--- config.mk ---
export PLATFORM = sky130hd
export DESIGN_NAME = sat_counter
export DESIGN_NICKNAME = d
export VERILOG_FILES = /design/src/rtl/adc_id_checker_sat_counter.sv
export SDC_FILE = /design/constraint.sdc
export NUM_CORES = 1
export LEC_CHECK = 0
export BUFFER_PORTS_ARGS = -buffer_cell sky130_fd_sc_hd__buf_4
export CORE_MARGIN = 4
export CORE_UTILIZATION = 51
export CTS_CLUSTER_SIZE = 20
export DETAILED_ROUTE_END_ITERATION = 10
export PLACE_DENSITY = 0.78
export SLEW_MARGIN = 0
export SYNTH_ARGS = -nofsm -noshare
export SYNTH_HDL_FRONTEND = slang
export SYNTH_SLANG_ARGS = --single-unit
--- constraint.sdc ---
create_clock -name clk -period 1.9 [get_ports clk]
set_input_delay 0 -clock clk [delete_from_list [all_inputs] [get_ports clk]]
set_output_delay 0 -clock clk [all_outputs]
set_load 0.1 [all_outputs]
--- src/rtl/adc_id_checker_sat_counter.sv ---
// Saturating up-counter: holds at all-ones once full, cleared synchronously.
module sat_counter #(
   parameter int W = 16
) (
   input  logic         clk,
   input  logic         i_clr,
   input  logic         i_inc,
   output logic [W-1:0] o_cnt
);

   logic [W-1:0] r_cnt;

   // Count increments until full, then hold; clear wins over increment.
   always_ff @(posedge clk) begin
      if (i_clr) begin
         r_cnt <= '0;
      end else if (i_inc && (r_cnt != '1)) begin
         r_cnt <= r_cnt + {{(W-1){1'b0}}, 1'b1};
      end
   end

   assign o_cnt = r_cnt;

endmodule

==> impl_metrics.py <==
metrics = {
    "clocking": {
        "htree_num_levels": 1,
        "cts_tree": "built",
        "clockBufferDepth": 2,
        "post-cts-setup-buffers": 0,
        "clkTransAtPathRegs_ps": 90,
        "number_of_clock_buffers_inserted_by_tritoncts": 3,
        "clock_latency_ps": 280,
        "cts.root.buffer_cell": "clkbuf_4",
        "cts.sink_count": 16,
    },
    "logic_synthesis": {
        "synth.yosys.seq_area_share_pct": 37.76,
        "synth_largest_area_cell": "dfxtp_1",
        "netlist_top_cells_area": "dfxtp_1 38%, or4_1 6.2%, a21oi_1 5.9%",
        "flip_flop_and_latch_count_after_synthesis": 16,
        "ys_top_cells_by_count": "16 x dfxtp_1, 10 x a21oi_1, 7 x or4_1",
        "yosys.area.top_type_share_pct": 37.76,
        "synth.most_common_cell": "dfxtp_1",
        "synth.net_count": 103,
        "syn_inst": 99,
        "post_synth_instance_area_um2": 848.3,
        "synthesis.area_per_instance_um2": 8.569,
        "synth_flop_cell": "dfxtp_1",
        "synth_enable_flop_cells": 0,
        "synth.yosys.warnings": 0,
        "ys_async_sr_fraction_pct": 0,
        "yosysUniqueCellTypes": 31,
    },
    "global_routing": {
        "antenna_found_initial": 0,
        "grt_pass1_vias": 714,
        "grt_remaining_overflow": 0,
        "grt_first_pass_wirelength_um": 3160,
        "grt_start_max_net_pins": 18,
        "grtUsageTotal_pct": 16.22,
    },
    "die": {
        "core-area_um2": 1541,
        "rows": 14,
        "floorplan.io_pins": 19,
        "die_outline_height_um": 48.79,
        "die_area_um2": 2380,
        "floorplan.initialDensity_pct": 55.03,
        "die_width_um": 48.79,
    },
    "sta": {
        "worst-slew-pin-transition_ps": 387.2,
        "maxSlewHeadroom_pct": 73.86,
        "min_period_over_period_pct": 91.01,
        "finalMaxSlewViolations": 0,
        "max_freq_mhz": 578.3,
        "finalSetupViolations": 0,
        "rsz_0062_raised_after_global_routing": "no",
        "report.final.hold_viol_count": 0,
        "finalClockSkew_ps": 2.010,
        "min_period_ps": 1729,
        "setup-tns-final_ps": 0,
    },
    "drt": {
        "detail_route.iter0.violations": 26,
        "drc": 0,
        "ant_nets": 0,
        "vias": 826,
        "detail_route.wirelength_um": 1888,
        "average_wire_per_cell_in_the_routed_design_um": 13.78,
        "route.detailed.vias_per_inst": 6.029,
        "drt_pre_antenna_iters": 4,
    },
    "cells_and_area": {
        "diodes": 0,
        "finish.net_count": 126,
        "largest_register_ffs": 16,
        "area.growth.synth_to_final_pct": 28.91,
        "share_of_post_route_cells_with_drive_strength_above_1_pct": 36.36,
        "final_design_area_no_fill_um2": 1094,
    },
    "outcome": {
        "outcome": "completed",
    },
    "place": {
        "area_of_placed_instances_um2": 1057,
        "post-dp-hpwl_um": 1360,
        "routabilityCongestion": 0.7769,
        "place.port_buffers": 18,
    },
    "power": {
        "power_density_cells_nw_per_um2": 514.3,
        "worst_ir_drop_vdd_mv": 0.3851,
        "power.static_leakage_nw": 0.3971,
    },
    "worst_setup_path": {
        "endpoint_kind": "flip-flop",
        "cp_data_required_time_ps": 2110,
        "path_max_fanout": 17,
        "path_class": "reg -> reg",
        "start_kind": "flip-flop",
        "critical_path_arrival_ps": 1940,
    },
    "job": {
        "maximum_capacitance_violations": 0,
    },
    "hold_path": {
        "worst_hold_path_type": "in -> reg",
    },
}
==> area by class of cell <==
type                       instances  area, um^2
timing repair buffer              22       167.7
fill                             128       447.9
inverter                           3       11.26
sequential                        16       367.9
multi-input combinational         76       500.5
clock buffer                       4       26.28
tap                               16       20.02
==> power by group <==
group          switching [mW]  internal, mW  total [mW]
sequential            0.00417         0.325       0.329
clock                   0.103        0.0814       0.185
combinational          0.0366        0.0124      0.0490
==> cells in the final DEF (no fill, tap or decap), types with 2 or more instances in the layout <==
cell type / n
inv_1: 3
clkbuf_4: 3
o21ai_0: 4
dfxtp_4: 11
nor2_1: 6
nor4_1: 2
nand3_1: 6
a21oi_1: 10
dfxtp_2: 5
and4_1: 3
nor3_1: 4
nand2_1: 6
or3_1: 3
or4_1: 7
nand4_1: 3
o31ai_1: 6
nor2b_1: 2
buf_4: 21
xnor2_1: 2
==> worst paths after layout <==
check	startpoint	endpoint	slack [ps]	depth (start not counted)
setup / recovery	o_cnt[0]	o_cnt[9]	170	6
hold / removal	i_inc	o_cnt[1]	30	3
setup reg to reg	o_cnt[0]	o_cnt[9]	170	6
hold reg to reg	o_cnt[15]	o_cnt[15]	500	2
==> metrics by stage <==
stage / power (mW) / setup slack, ps / cells / utilization (%) / hold slack [ps]
finish: 0.5624 / 170.9 / 137 / 70.94 / 25.12
floorplan: 0.3717 / 13.94 / 99 / - / 149.5
global route: 0.5958 / 82.51 / 137 / 70.94 / 23.99
global placement: 0.3836 / 255.9 / 132 / 68.59 / 302.4
CTS: 0.5711 / 154.1 / 137 / 70.94 / 18.11
detailed placement: 0.3842 / 183.4 / 132 / 68.59 / 303.2
==> cells by family after synthesis <==
group	synth area share [%]
AOI/OAI and AO/OA	16.52
muxes	2.507
and+or+nand+nor	36.43
xor gates and xnor gates	2.065
buffers and inverters	3.244
adders and majority gates	1.475
DFF	37.76
==> per-layer routing <==
layer / track usage [%] / routed length [um] / vias up
li1: - / - / 427
met1: 21.62 / 856 / 371
met2: 25.22 / 892 / 26
met3: 4.281 / 125 / 2
met4: 5.381 / 13 / 0
met5: 0 / 0 / -
==> worst max-delay path, stage by stage (launching register included) <==
cell and delay, ps:
dfxtp_4 370, ha_1 250, nand3_1 140, nor4_4 50, buf_4 190, or4_1 500, a21oi_1 160
==> repair_timing <==
action / in CTS / in global routing
hold buffers: 1 / 0
resized for setup: 0 / 0
endpoints found under the hold margin: 4 / 0
No activity file was read; power rests on OpenSTA's default activity.
